File: src/rtl/step_dir_decoder.sv
`default_nettype none
// +----------------------------------------------------------------------------+
// | Module      : step_dir_decoder                                             |
// | Description : Receives an EasyDriver step/dir/enable triplet. It filters   |
// |               the inputs, tracks signed position, step period and protocol |
// |               violations, and exposes them via an Avalon-MM slave.         |
// | Revision    : 1.0 - initial release                                        |
// +----------------------------------------------------------------------------+
module step_dir_decoder #(
  parameter int POS_WIDTH        = 32,
  parameter int FILTER_CYCLES    = 4,
  parameter int MIN_HIGH_CYCLES  = 50,
  parameter int DIR_SETUP_CYCLES = 10
) (
  input  logic        clk,
  input  logic        reset_n,
  input  logic        step,
  input  logic        dir,
  input  logic        enable,
  input  logic [1:0]  avs_address,
  input  logic        avs_read,
  input  logic        avs_write,
  input  logic [31:0] avs_writedata,
  output logic [31:0] avs_readdata,
  output logic        step_pulse
);

  localparam int c_FLT_W = $clog2(FILTER_CYCLES + 1);
  localparam int c_HI_W  = $clog2(MIN_HIGH_CYCLES + 1);
  localparam int c_AGE_W = $clog2(DIR_SETUP_CYCLES + 1);
  // Idle levels of {enable, dir, step}: ENABLE is active-low, so it idles high.
  localparam logic [2:0] c_IDLE = 3'b100;
  localparam logic [POS_WIDTH-1:0] c_POS_MAX = {1'b0, {(POS_WIDTH-1){1'b1}}};
  localparam logic [POS_WIDTH-1:0] c_POS_MIN = {1'b1, {(POS_WIDTH-1){1'b0}}};
  localparam logic [c_AGE_W-1:0]   c_AGE_SAT = c_AGE_W'(DIR_SETUP_CYCLES);
  localparam logic [c_HI_W-1:0]    c_HI_MIN  = c_HI_W'(MIN_HIGH_CYCLES);

  logic [2:0] w_raw;
  logic [2:0] w_filt;   // [0] step, [1] dir, [2] enable (active-low)

  assign w_raw = {enable, dir, step};

  generate
    for (genvar gi = 0; gi < 3; gi++) begin : g_filter
      logic               r_meta;
      logic               r_sync;
      logic               r_val;
      logic [c_FLT_W-1:0] r_cnt;

      // Synchronize, then accept a new level only after it has persisted long enough.
      always_ff @(posedge clk or negedge reset_n) begin
        if (!reset_n) begin
          r_meta <= c_IDLE[gi];
          r_sync <= c_IDLE[gi];
          r_val  <= c_IDLE[gi];
          r_cnt  <= '0;
        end else begin
          r_meta <= w_raw[gi];
          r_sync <= r_meta;
          if (r_sync == r_val) begin
            r_cnt <= '0;
          end else if (r_cnt == c_FLT_W'(FILTER_CYCLES)) begin
            r_val <= r_sync;
            r_cnt <= '0;
          end else begin
            r_cnt <= r_cnt + c_FLT_W'(1);
          end
        end
      end

      assign w_filt[gi] = r_val;
    end
  endgenerate

  logic                 r_step_d;
  logic                 r_dir_d;
  logic [c_AGE_W-1:0]   r_dir_age;
  logic [c_HI_W-1:0]    r_hi_cnt;
  logic [31:0]          r_per_cnt;
  logic [31:0]          r_period;
  logic [31:0]          r_total;
  logic [POS_WIDTH-1:0] r_pos;
  logic [3:0]           r_sticky;   // {DIS, OVF, SHORT, SETUP}
  logic [31:0]          w_rd_mux;
  logic [31:0]          w_pos_ext;

  logic w_rise, w_fall, w_dir_chg, w_accept;
  logic w_wr_pos, w_wr_status, w_wr_total;
  logic w_setup_viol, w_short, w_ovf;
  logic [3:0] w_set, w_clr;
  logic w_unused;

  assign w_rise      = w_filt[0] & ~r_step_d;
  assign w_fall      = ~w_filt[0] & r_step_d;
  assign w_dir_chg   = w_filt[1] ^ r_dir_d;
  assign w_accept    = w_rise & ~w_filt[2];

  assign w_wr_pos    = avs_write && (avs_address == 2'd0);
  assign w_wr_status = avs_write && (avs_address == 2'd1);
  assign w_wr_total  = avs_write && (avs_address == 2'd3);

  // A dir change coincident with the rise has not yet cleared the age register.
  assign w_setup_viol = w_rise & (w_dir_chg | (r_dir_age < c_AGE_SAT));
  assign w_short      = w_fall & (r_hi_cnt < c_HI_MIN);
  // Wrap is only flagged when the step delta is actually applied.
  assign w_ovf        = w_accept & ~w_wr_pos &
                        (w_filt[1] ? (r_pos == c_POS_MAX) : (r_pos == c_POS_MIN));

  assign w_set     = {w_rise & w_filt[2], w_ovf, w_short, w_setup_viol};
  assign w_clr     = w_wr_status ? avs_writedata[5:2] : 4'b0000;
  assign w_pos_ext = 32'($signed(r_pos));
  assign w_unused  = &{1'b0, avs_writedata};

  // Edge history, dir-age and high-width counters for violation detection.
  always_ff @(posedge clk or negedge reset_n) begin
    if (!reset_n) begin
      r_step_d  <= 1'b0;
      r_dir_d   <= 1'b0;
      r_dir_age <= c_AGE_SAT;
      r_hi_cnt  <= '0;
    end else begin
      r_step_d <= w_filt[0];
      r_dir_d  <= w_filt[1];
      if (w_dir_chg) begin
        r_dir_age <= '0;
      end else if (r_dir_age != c_AGE_SAT) begin
        r_dir_age <= r_dir_age + c_AGE_W'(1);
      end
      if (!w_filt[0]) begin
        r_hi_cnt <= '0;
      end else if (r_hi_cnt != c_HI_MIN) begin
        r_hi_cnt <= r_hi_cnt + c_HI_W'(1);
      end
    end
  end

  // Period counter idles at zero until the first rise, so PERIOD stays 0 until the second.
  always_ff @(posedge clk or negedge reset_n) begin
    if (!reset_n) begin
      r_per_cnt <= '0;
      r_period  <= '0;
    end else if (w_rise) begin
      r_period  <= r_per_cnt;
      r_per_cnt <= 32'd1;
    end else if ((r_per_cnt != 32'd0) && (r_per_cnt != 32'hFFFF_FFFF)) begin
      r_per_cnt <= r_per_cnt + 32'd1;
    end
  end

  // Position, step total, sticky flags and step pulse; register writes take priority.
  always_ff @(posedge clk or negedge reset_n) begin
    if (!reset_n) begin
      r_pos      <= '0;
      r_total    <= '0;
      r_sticky   <= '0;
      step_pulse <= 1'b0;
    end else begin
      if (w_wr_pos) begin
        r_pos <= avs_writedata[POS_WIDTH-1:0];
      end else if (w_accept) begin
        r_pos <= w_filt[1] ? (r_pos + POS_WIDTH'(1)) : (r_pos - POS_WIDTH'(1));
      end
      if (w_wr_total) begin
        r_total <= '0;
      end else if (w_accept) begin
        r_total <= r_total + 32'd1;
      end
      r_sticky   <= (r_sticky & ~w_clr) | w_set;
      step_pulse <= w_accept;
    end
  end

  // Read data select.
  always_comb begin
    w_rd_mux = '0;
    case (avs_address)
      2'd0:    w_rd_mux = w_pos_ext;
      2'd1:    w_rd_mux = {26'd0, r_sticky, ~w_filt[2], w_filt[1]};
      2'd2:    w_rd_mux = r_period;
      default: w_rd_mux = r_total;
    endcase
  end

  // Registered read data with one cycle latency, held between reads.
  always_ff @(posedge clk or negedge reset_n) begin
    if (!reset_n) begin
      avs_readdata <= '0;
    end else if (avs_read) begin
      avs_readdata <= w_rd_mux;
    end
  end

endmodule
`default_nettype wire

File: config.mk
export PLATFORM = sky130hd
export DESIGN_NAME = step_dir_decoder
export DESIGN_NICKNAME = d
export VERILOG_FILES = /design/src/rtl/step_dir_decoder.sv
export SDC_FILE = /design/constraint.sdc
export NUM_CORES = 1
export LEC_CHECK = 0
export BUFFER_PORTS_ARGS = -buffer_cell sky130_fd_sc_hd__buf_2
export CAP_MARGIN = 10
export CELL_PAD_IN_SITES_DETAIL_PLACEMENT = 1
export CELL_PAD_IN_SITES_GLOBAL_PLACEMENT = 1
export CORE_MARGIN = 2
export CORE_UTILIZATION = 53
export CTS_BUF_LIST = sky130_fd_sc_hd__clkbuf_8
export CTS_CLUSTER_SIZE = 14
export DETAILED_ROUTE_END_ITERATION = 16
export PLACE_DENSITY_LB_ADDON = 0.1
export SYNTH_ARGS = -nofsm -noshare
export SYNTH_HDL_FRONTEND = slang
export SYNTH_SLANG_ARGS = --single-unit
File: constraint.sdc
create_clock -name clk -period 6.4 [get_ports clk]
set_input_delay 1.28 -clock clk [delete_from_list [all_inputs] [get_ports clk]]
set_output_delay 1.28 -clock clk [all_outputs]
set_load 0.01 [all_outputs]
==> flow_summary_export.csv, run 1 <==
group,metric,value,unit
power_and_ir_drop,power.density,437,nW/um^2
timing,finalHoldViolCount,0,
drt,routed_wl,28.1,mm
timing,holdWs,0.351,ns
min_path,hold_path_depth,0,
clock_tree,cts_buffers,17,
clock_tree,clock_path_buffers,2,
global_route,busiest_layer,"met2",
timing,maxSlewViolCount,0,
clock_tree,cts.reportedPaths.clkPinSlew,0.12,ns
cells_and_area,postLayoutCoreUtil,0.591,
synthesis,synth.avg_cell_area,9.23,um^2
timing,fin_skew,0.0239,ns
global_route,grtUsageTotal,0.276,
timing,relSlewSlack,0.274,
cells_and_area,area_growth,9.02,%
synthesis,seq_area_frac_synth,0.462,
synthesis,syn_inst,1147,
floorplan,rows,51,
floorplan,pin_count,74,
min_path,whs_endpoint,"g_filter[2].r_sync$_DFF_PN1_",
global_route,antenna_found_initial,0,
global_route,met1_usage,0.380,
floorplan,dieArea,21100,um^2
setup_path,rr_endpoint,"r_pos[28]$_DFFE_PN0P_",
synthesis,syn-num-nets,1232,
drt,drt_first_pass_iters,5,
synthesis,yosys-top-cells-area,"dfrtp_1 (45%), nand2_1 (6.7%), nor2_1 (5.3%)",
global_route,overflow,0,
timing,min_period_over_period,0.599,
setup_path,crit_type,"register to register",
clock_tree,cts_tree,"built",
cells_and_area,drive_above_1_share,0.145,
synthesis,yosys.area.top_type,"dfrtp_1",
timing,rsz0062_at_grt,"false",
timing,worst_slack,2.57,ns
placed_design,gp_congestion,0.934,
floorplan,die_w,145,um
global_route,grt_max_degree,93,
cells_and_area,filler_cell_count,2300,
timing,finalSetupViolations,0,
drt,via_per_inst,5.80,
drt,detail_route.iter0.violations,485,
setup_path,critPathMaxFanout,32,
synthesis,ys_top_cells_by_count,"dfrtp_1 (190), nand2_1 (190), nor2_1 (149), a21oi_1 (90), xor2_1 (52)",
clock_tree,hold_buffers,0,
timing,finalSetupTns,0,ns
global_route,groute.layer.met3.usage,0.0447,
drt,wl_per_cell,19.0,um
drt,vias,8559,
cells_and_area,multiInputGateArea,5390,um^2
setup_path,crit_arrival,4.22,ns
placed_design,dp_hpwl,20.3,mm
floorplan,die-height,145,um
drt,drc,0,
synthesis,ys_types,68,
synthesis,async_flop_share,1.00,
global_route,globalRouteMet2Util,0.459,
drt,drt.antenna.violating_nets,0,
placed_design,port_buffers,73,
setup_path,reg2reg_depth,12,
timing,fmax,261,MHz
clock_tree,cts_setup_buffers,0,
timing,fin_crit,3.83,ns
min_path,min_path_type,"register to register",
power_and_ir_drop,leakagePower,5.31,nW
synthesis,synth_edf_count,0,
setup_path,endpoint_kind,"register",
global_route,grt_pass1_vias,9093,
synthesis,synth_top_area_frac,0.449,
setup_path,cp-start-kind,"register",
clock_tree,clock_latency,0.49,ns
status,status,"finished, final reports clean",
clock_tree,root_buffer,"clkbuf_8",
setup_path,rr_startpoint,"g_filter[1].r_val$_DFFE_PN0P_",
power_and_ir_drop,peakVddDrop,203,uV
timing,tightest_slew,1.09,ns
setup_path,r2r_slack,2.57,ns
placed_design,pre_cts_ws,2.44,ns
synthesis,synth_seq_cells,195,
clock_tree,cts_sinks,195,
min_path,hold_start,"g_filter[2].r_meta$_DFF_PN1_",
job,cap_violations,0,
synthesis,synth_flop_cell,"dfrtp_1",
clock_tree,htree_levels,4,
floorplan,core_area,19500,um^2
cells_and_area,antenna_cells,0,
synthesis,synthesis.area,10600,um^2
floorplan,initial_core_util,0.542,
clock_tree,cts_resized,0,
global_route,grt_first_pass_wirelength,47.0,mm
cells_and_area,num-nets-final,1283,
synthesis,synth_warnings,0,
cells_and_area,regArea,4890,um^2
setup_path,critPathRequiredTime,6.79,ns
==> metrics by stage <==
stage	cells	instance area [um^2]	total power (W)
after floorplan	1147	10600	0.00356
after global placement	1444	11200	0.00413
after CTS	1476	11500	0.00505
after detailed placement	1444	11200	0.00423
after global routing	1476	11500	0.00544
final	1476	11500	0.00504
==> cells by family (layout without fill, tap and decap cells) <==
kind of cell | count (synthesis) | in the layout | share of synthesized area
flip-flops | 195 | 195 | 0.462
buffers and inverters | 77 | 141 | 0.0294
multiplexers | 44 | 44 | 0.0518
AND/OR/NAND/NOR | 465 | 465 | 0.195
adder cells (fa/ha/maj) | 44 | 44 | 0.0527
XOR/XNOR | 88 | 88 | 0.0728
AO/OA/AOI/OAI | 234 | 234 | 0.136
==> layer usage <==
layer | routed length (um) | vias up
met3 | 970 | 36
li1 | - | 4067
met5 | 0 | -
met1 | 13000 | 4310
met2 | 13600 | 146
met4 | 493 | 0
==> power breakdown <==
group          internal, W  switching (W)  total (W)
registers          0.00148       0.000277    0.00175
clock network     0.000304       0.000485   0.000790
logic              0.00101        0.00149    0.00250
==> sequential cells by signal, summed over array words and instances, names as in the netlist, 4 cells and up <==
register and count:
avs_readdata 32, r_per_cnt 32, r_period 32, r_pos 32
r_total 32, g_filter.r_cnt 9, r_hi_cnt 6, r_dir_age 4
r_sticky 4
==> layout by cell type (no fill, tap or decap), types with 27 or more instances in the layout <==
master,synthesis,final
inv_1,26,27
a22oi_1,32,32
nor2_1,149,147
a21oi_1,90,90
ha_1,43,43
buf_2,4,72
o21ai_0,48,48
nand2_1,190,190
dfrtp_1,190,190
xnor2_1,36,36
mux2_2,36,36
xor2_1,52,52
nand3_1,27,27
==> cell type report <==
type,instances,share of cell area
sequential,195,0.424
inverter,27,0.00879
timing repair buffer,82,0.0383
tap,265,0.0287
clock buffer,19,0.0227
clock inverter,13,0.0104
multi-input combinational,875,0.468
==> worst max-delay path, cell delays in order, from the launching register on <==
cell and delay [ns]:
dfrtp_1 0.67, inv_1 0.09, buf_4 0.28, ha_1 0.39, nor2b_1 0.24, o2111ai_1 0.18
a21oi_1 0.23, o22ai_1 0.20, o311ai_0 0.69, a41o_1 0.31, a31oi_1 0.11, xor2_1 0.15
o21ai_0 0.18
==> how the worst max path moves through the flow <==
| stage | startpoint | endpoint | slack [ns] | depth (start not counted) |
|---|---|---|---|---|
| floorplan | g_filter[1].r_val$_DFFE_PN0P_ | r_pos[28]$_DFFE_PN0P_ | 3.05 | 13 |
| global placement | avs_address[0] | r_pos[31]$_DFFE_PN0P_ | 2.49 | 7 |
| detailed placement | avs_address[0] | r_pos[31]$_DFFE_PN0P_ | 2.44 | 7 |
| CTS | g_filter[1].r_val$_DFFE_PN0P_ | r_pos[28]$_DFFE_PN0P_ | 2.56 | 12 |
| global route | g_filter[1].r_val$_DFFE_PN0P_ | r_pos[28]$_DFFE_PN0P_ | 2.29 | 12 |
| finish | g_filter[1].r_val$_DFFE_PN0P_ | r_pos[28]$_DFFE_PN0P_ | 2.57 | 12 |
Power figures use the tool's default switching activity.
==> run 2: changes to the inputs <==
--- a/config.mk
+++ b/config.mk
@@ -10,7 +10,7 @@
 export CELL_PAD_IN_SITES_DETAIL_PLACEMENT = 1
 export CELL_PAD_IN_SITES_GLOBAL_PLACEMENT = 1
 export CORE_MARGIN = 2
-export CORE_UTILIZATION = 53
+export CORE_UTILIZATION = 44
 export CTS_BUF_LIST = sky130_fd_sc_hd__clkbuf_8
 export CTS_CLUSTER_SIZE = 14
 export DETAILED_ROUTE_END_ITERATION = 16
==> constraint.sdc (replaced) <==
create_clock -name clk -period 3.5 [get_ports clk]
set_input_delay 0.7 -clock clk [delete_from_list [all_inputs] [get_ports clk]]
set_output_delay 0.7 -clock clk [all_outputs]
set_load 0.01 [all_outputs]
==> run 2 against run 1 <==
  * Via count is 0.79% lower
  * Largest power group unchanged
  * Critical path depth stayed put
  * Global-route usage is 4.4 points lower
  * Cell count is 4.5% higher
  * Sequential power is 81% higher
  * Non-clock buffer count is 12 higher
  * Sequential share of layout area is 0.70 points lower
==> flow_summary_export.csv, run 2 (same netlist as run 1, synthesis figures left out) <==
group,metric,value,unit
floorplan,die-height,159,um
clock_tree,cts_resized,0,
clock_tree,htree_levels,4,
cells_and_area,fin_area,11700,um^2
power_and_ir_drop,p_clk_frac,0.158,
global_route,grt_max_degree,81,
clock_tree,clock_path_buffers,2,
floorplan,rows,56,
setup_path,cp-start-kind,"register",
drt,drt.antenna.violating_nets,0,
power_and_ir_drop,power.density,796,nW/um^2
setup_path,cp_slowest_stage_delay,0.55,ns
timing,holdWs,0.181,ns
setup_path,reg2reg_depth,12,
clock_tree,clock_latency,0.50,ns
drt,vias,8491,
timing,fmax,306,MHz
timing,min_period_over_period,0.933,
timing,finalHoldViolCount,0,
setup_path,endpoint_kind,"register",
setup_path,path_buf_inv,2,
placed_design,port_buffers,73,
setup_path,path_depth,12,
placed_design,dp.cells,1510,
power_and_ir_drop,p_comb_frac,0.503,
timing,rsz0062_at_grt,"true",
cells_and_area,drive_above_1_share,0.153,
placed_design,place_area,11300,um^2
cells_and_area,mostFrequentLayoutCells,"nand2_1 (190), dfrtp_1 (190), nor2_1 (147)",
global_route,overflow,0,
floorplan,die_w,159,um
setup_path,crit_type,"register to register",
clock_tree,root_buffer,"clkbuf_8",
setup_path,cp_top_family,"compound AO/OA/AOI/OAI gates",
timing,finalSetupViolations,0,
setup_path,crit_chain,"inv_1 > buf_12 > ha_1 > nor2b_1 > o2111ai_1 > a21oi_1 > o22ai_1 > o311ai_1 > a41o_1 > a31oi_1 > xor2_1 > o21ai_0",
cells_and_area,num-nets-final,1295,
drt,detail_route.iter0.violations,500,
placed_design,dp_hpwl,20.8,mm
power_and_ir_drop,switchingPower,0.00417,W
timing,maxSlewViolCount,0,
timing,finalSetupTns,0,ns
timing,tightest_slew,0.701,ns
placed_design,gp_congestion,0.884,
floorplan,pin_count,74,
clock_tree,hold_buffers,0,
timing,fin_crit,3.27,ns
timing,fin_skew,0.0304,ns
power_and_ir_drop,leakagePower,5.39,nW
clock_tree,cts.reportedPaths.clkPinSlew,0.12,ns
cells_and_area,antenna_cells,0,
timing,worst_slack,0.234,ns
power_and_ir_drop,power.share.sequential,0.339,
setup_path,critPathMaxFanout,32,
power_and_ir_drop,p_int,0.00517,W
clock_tree,cts_sinks,195,
power_and_ir_drop,power_switching_share,0.446,
global_route,grt_pass1_vias,8868,
drt,routed_wl,28.8,mm
timing,relSlewSlack,0.533,
global_route,grtUsageTotal,0.232,
drt,drt_first_pass_iters,8,
drt,drc,0,
global_route,grt_first_pass_wirelength,47.5,mm
floorplan,dieArea,25300,um^2
setup_path,crit_arrival,3.68,ns
job,cap_violations,0,
clock_tree,cts_tree,"built",
setup_path,slowest_stage,"o311ai_1",
min_path,min_path_type,"input pin to async pin",
global_route,antenna_found_initial,0,
floorplan,initial_core_util,0.449,
setup_path,critPathRequiredTime,3.91,ns
drt,wl_per_cell,18.7,um
cells_and_area,stdcell_count,1542,
power_and_ir_drop,peakVddDrop,351,uV
clock_tree,cts_setup_buffers,0,
cells_and_area,area_growth,10.8,%
drt,via_per_inst,5.51,
status,status,"finished, final reports clean",
clock_tree,cts_buffers,17,
cells_and_area,filler_cell_count,2790,
floorplan,core_area,23500,um^2
placed_design,pre_cts_ws,0.0867,ns
run 2: cell count changes in the layout (fill, tap and decap cells not counted), sizes merged:
| cell | before | now |
|---|---|---|
| buf | 81 | 93 |
| clkbuf | 20 | 18 |
| inv | 33 | 35 |
run 2: metrics by stage:
| stage | utilization | total power [W] |
|---|---|---|
| 5_1_grt | 0.498 | 0.0101 |
| 3_5_place_dp | 0.482 | 0.00786 |
| 3_3_place_gp | 0.482 | 0.00772 |
| 6_report | 0.498 | 0.00934 |
| 4_1_cts | 0.498 | 0.00937 |
| 2_1_floorplan | - | 0.00651 |
run 2: area by class of cell:
type | instances | area (um^2) | share of cell area
Multi-Input combinational cell | 875 | 5390 | 0.460
Clock inverter | 15 | 145 | 0.0124
Timing Repair Buffer | 94 | 569 | 0.0485
Inverter | 27 | 101 | 0.00864
Tap cell | 319 | 399 | 0.0340
Sequential cell | 195 | 4890 | 0.417
Clock buffer | 17 | 234 | 0.0199
run 2: final timing paths:
path	end	slack [ns]	start
max	r_pos[28]$_DFFE_PN0P_	0.23	g_filter[1].r_val$_DFFE_PN0P_
min	avs_readdata[6]$_DFFE_PN0P_	0.18	reset_n
max reg2reg	r_pos[28]$_DFFE_PN0P_	0.23	g_filter[1].r_val$_DFFE_PN0P_
min reg2reg	g_filter[1].r_sync$_DFF_PN0_	0.36	g_filter[1].r_meta$_DFF_PN0_
max in group asynchronous	r_pos[3]$_DFFE_PN0P_	2.39	reset_n
min in group clk	g_filter[2].r_meta$_DFF_PN1_	0.30	enable
run 2: power by group through the flow:
stage / logic, W / registers, W / clock network, W
final: 0.00470 / 0.00316 / 0.00148
after global routing: 0.00525 / 0.00322 / 0.00160
after detailed placement: 0.00467 / 0.00319 / 0
after global placement: 0.00454 / 0.00318 / 0
after floorplan: 0.00346 / 0.00305 / 0
after CTS: 0.00470 / 0.00316 / 0.00151
run 2: metal layers:
layer / vias up / GRT usage / wire length, um
li1: 4101 / - / -
met1: 4220 / 0.332 / 14000
met2: 135 / 0.373 / 13400
met3: 35 / 0.0305 / 883
met4: 0 / 0.0669 / 547
met5: - / 0 / 0
run 2: worst register-to-register path: stages (launching register included):
cell and delay [ns]:
dfrtp_1 0.41, inv_1 0.09, buf_12 0.18, ha_1 0.36
nor2b_1 0.28, o2111ai_1 0.17, a21oi_1 0.23, o22ai_1 0.15
o311ai_1 0.55, a41o_1 0.31, a31oi_1 0.11, xor2_1 0.15
o21ai_0 0.20
==> run 3: changes to the inputs <==
--- a/config.mk
+++ b/config.mk
@@ -10,11 +10,13 @@
 export CELL_PAD_IN_SITES_DETAIL_PLACEMENT = 1
 export CELL_PAD_IN_SITES_GLOBAL_PLACEMENT = 1
 export CORE_MARGIN = 2
-export CORE_UTILIZATION = 44
+export CORE_UTILIZATION = 30
 export CTS_BUF_LIST = sky130_fd_sc_hd__clkbuf_8
 export CTS_CLUSTER_SIZE = 14
 export DETAILED_ROUTE_END_ITERATION = 16
+export GPL_ROUTABILITY_DRIVEN = 1
 export PLACE_DENSITY_LB_ADDON = 0.1
+export RECOVER_POWER = 25
 export SYNTH_ARGS = -nofsm -noshare
 export SYNTH_HDL_FRONTEND = slang
 export SYNTH_SLANG_ARGS = --single-unit
==> run 3 against run 2 <==
  * Clock skew shrank 0.015 ns
  * Count of clock-buffer cells in the layout is the same
  * Largest cell class unchanged
  * The run now ends with capacitance limit, slew limit left
  * Die area grew 45%
  * Sequential power is essentially flat
  * Cell area grew 1.4%
  * Highest routed layer unchanged
  * Critical endpoint is now r_pos[31]$_DFFE_PN0P_
  * Worst hold slack gained 0.098 ns
  * Largest power group unchanged
==> flow_summary_export.csv, run 3 (same netlist as run 1, synthesis figures left out) <==
group,metric,value,unit
status,status,"finished, violations left",
status,violations,"capacitance limit, slew limit",
drt,vias,8443,
drt,drt.antenna.violating_nets,0,
timing,fin_skew,0.0151,ns
clock_tree,cts_buffers,17,
cells_and_area,drive_above_1_share,0.156,
cells_and_area,postLayoutCoreUtil,0.344,
timing,maxSlewViolCount,52,
global_route,overflow,0,
setup_path,rr_endpoint,"r_pos[31]$_DFFE_PN0P_",
clock_tree,cts_setup_buffers,0,
setup_path,crit_chain,"inv_1 > buf_4 > ha_1 > nand2_1 > nor4_1 > a2bb2oi_1 > a31oi_1 > a21oi_1 > o21ai_0 > or4_1 > o311a_1 > nand2_1",
placed_design,gp_congestion,0.878,
clock_tree,root_buffer,"clkbuf_8",
setup_path,crit_arrival,3.62,ns
global_route,grtUsageTotal,0.175,
drt,detail_route.iter0.violations,384,
timing,finalSetupTns,0,ns
placed_design,dp_hpwl,22.5,mm
power_and_ir_drop,power.density,785,nW/um^2
drt,drc,0,
drt,routed_wl,30.5,mm
setup_path,cp-start-kind,"register",
drt,wl_per_cell,18.1,um
timing,relSlewSlack,-0.747,
min_path,hold_start,"enable",
timing,fin_crit,3.23,ns
setup_path,reg2reg_depth,12,
global_route,grt_pass1_vias,8733,
job,cap_violations,1,
global_route,grt_max_degree,79,
global_route,grt_first_pass_wirelength,49.5,mm
setup_path,slowest_stage,"ha_1",
drt,via_per_inst,5.02,
setup_path,critPathMaxFanout,17,
timing,rsz0062_at_grt,"false",
floorplan,die_w,192,um
clock_tree,htree_levels,4,
clock_tree,clock_latency,0.50,ns
floorplan,dieArea,36800,um^2
floorplan,pin_count,74,
setup_path,crit_type,"register to register",
setup_path,path_buf_inv,2,
global_route,antenna_found_initial,0,
cells_and_area,num-nets-final,1298,
clock_tree,cts_sinks,195,
placed_design,port_buffers,73,
setup_path,cp-startpoint,"g_filter[1].r_val$_DFFE_PN0P_",
cells_and_area,antenna_cells,0,
min_path,whs_endpoint,"g_filter[2].r_meta$_DFF_PN1_",
clock_tree,cts_tree,"built",
min_path,min_path_type,"input pin to register",
drt,drt_first_pass_iters,6,
timing,fmax,310,MHz
timing,finalSetupViolations,0,
floorplan,core_area,34600,um^2
setup_path,critPathRequiredTime,3.89,ns
setup_path,cp_slowest_stage_delay,0.45,ns
setup_path,endpoint_kind,"register",
clock_tree,clock_path_buffers,2,
cells_and_area,mostFrequentLayoutCells,"nand2_1 (190), dfrtp_1 (190), nor2_1 (147)",
floorplan,rows,68,
cells_and_area,area_growth,12.4,%
floorplan,initial_core_util,0.306,
min_path,hold_path_depth,1,
clock_tree,cts.reportedPaths.clkPinSlew,0.12,ns
setup_path,r2r_slack,0.27,ns
setup_path,rr_startpoint,"g_filter[1].r_val$_DFFE_PN0P_",
timing,min_period_over_period,0.922,
power_and_ir_drop,peakVddDrop,281,uV
setup_path,cp_top_family,"compound AO/OA/AOI/OAI gates",
timing,finalHoldViolCount,0,
floorplan,die-height,192,um
power_and_ir_drop,leakagePower,5.38,nW
timing,tightest_slew,2.62,ns
setup_path,crit_path_frequent_cell,"nand2_1",
-- run 3: worst max-delay path by stage --
| stage | to | slack [ns] | cells after the start |
|---|---|---|---|
| 3_3_place_gp | r_pos[28]$_DFFE_PN0P_ | 0.25 | 13 |
| 4_1_cts | r_pos[28]$_DFFE_PN0P_ | 0.22 | 13 |
| 6_report | r_pos[31]$_DFFE_PN0P_ | 0.27 | 12 |
| 5_1_grt | r_pos[22]$_DFFE_PN0P_ | 0.04 | 11 |
| 2_1_floorplan | r_pos[28]$_DFFE_PN0P_ | 0.15 | 13 |
| 3_5_place_dp | r_pos[28]$_DFFE_PN0P_ | 0.25 | 13 |
-- run 3: where the power goes --
| part | switching, W | internal (W) |
|---|---|---|
| clock | 0.000954 | 0.000528 |
| combinational | 0.00278 | 0.00192 |
| sequential | 0.000452 | 0.00270 |
-- run 3: layer usage --
| metal | share of wire | wire (um) | global-route usage |
|---|---|---|---|
| met1 | 0.48 | 14600 | 0.245 |
| met2 | 0.46 | 14100 | 0.279 |
| met3 | 0.042 | 1270 | 0.0305 |
| met4 | 0.014 | 441 | 0.0453 |
| met5 | 0 | 0 | 0 |
-- run 3: repair_timing --
action | 4_1_cts | 5_1_grt
gates resized for setup | 0 | 1
hold buffers | 0 | 0
setup endpoints to repair | 0 | 1
-- run 3: through the flow --
stage / setup WS [ns] / cell area, um^2 / hold slack, ns / power (W) / std cells
2_1_floorplan: 0.147 / 10600 / 0.331 / 0.00651 / 1147
3_3_place_gp: 0.249 / 11500 / 0.338 / 0.00790 / 1649
3_5_place_dp: 0.254 / 11500 / 0.336 / 0.00793 / 1649
4_1_cts: 0.222 / 11900 / 0.124 / 0.00947 / 1681
5_1_grt: 0.0365 / 11900 / 0.228 / 0.0102 / 1681
6_report: 0.272 / 11900 / 0.279 / 0.00934 / 1681
-- run 3: cell type report --
type                    count  area (um^2)
clock buffers              17          234
clock inverters            15          145
fillers                  4047        22700
inverters                  27          101
multi-input cells         875         5390
flip-flops and latches    195         4890
well taps                 455          569
repair buffers             97          567
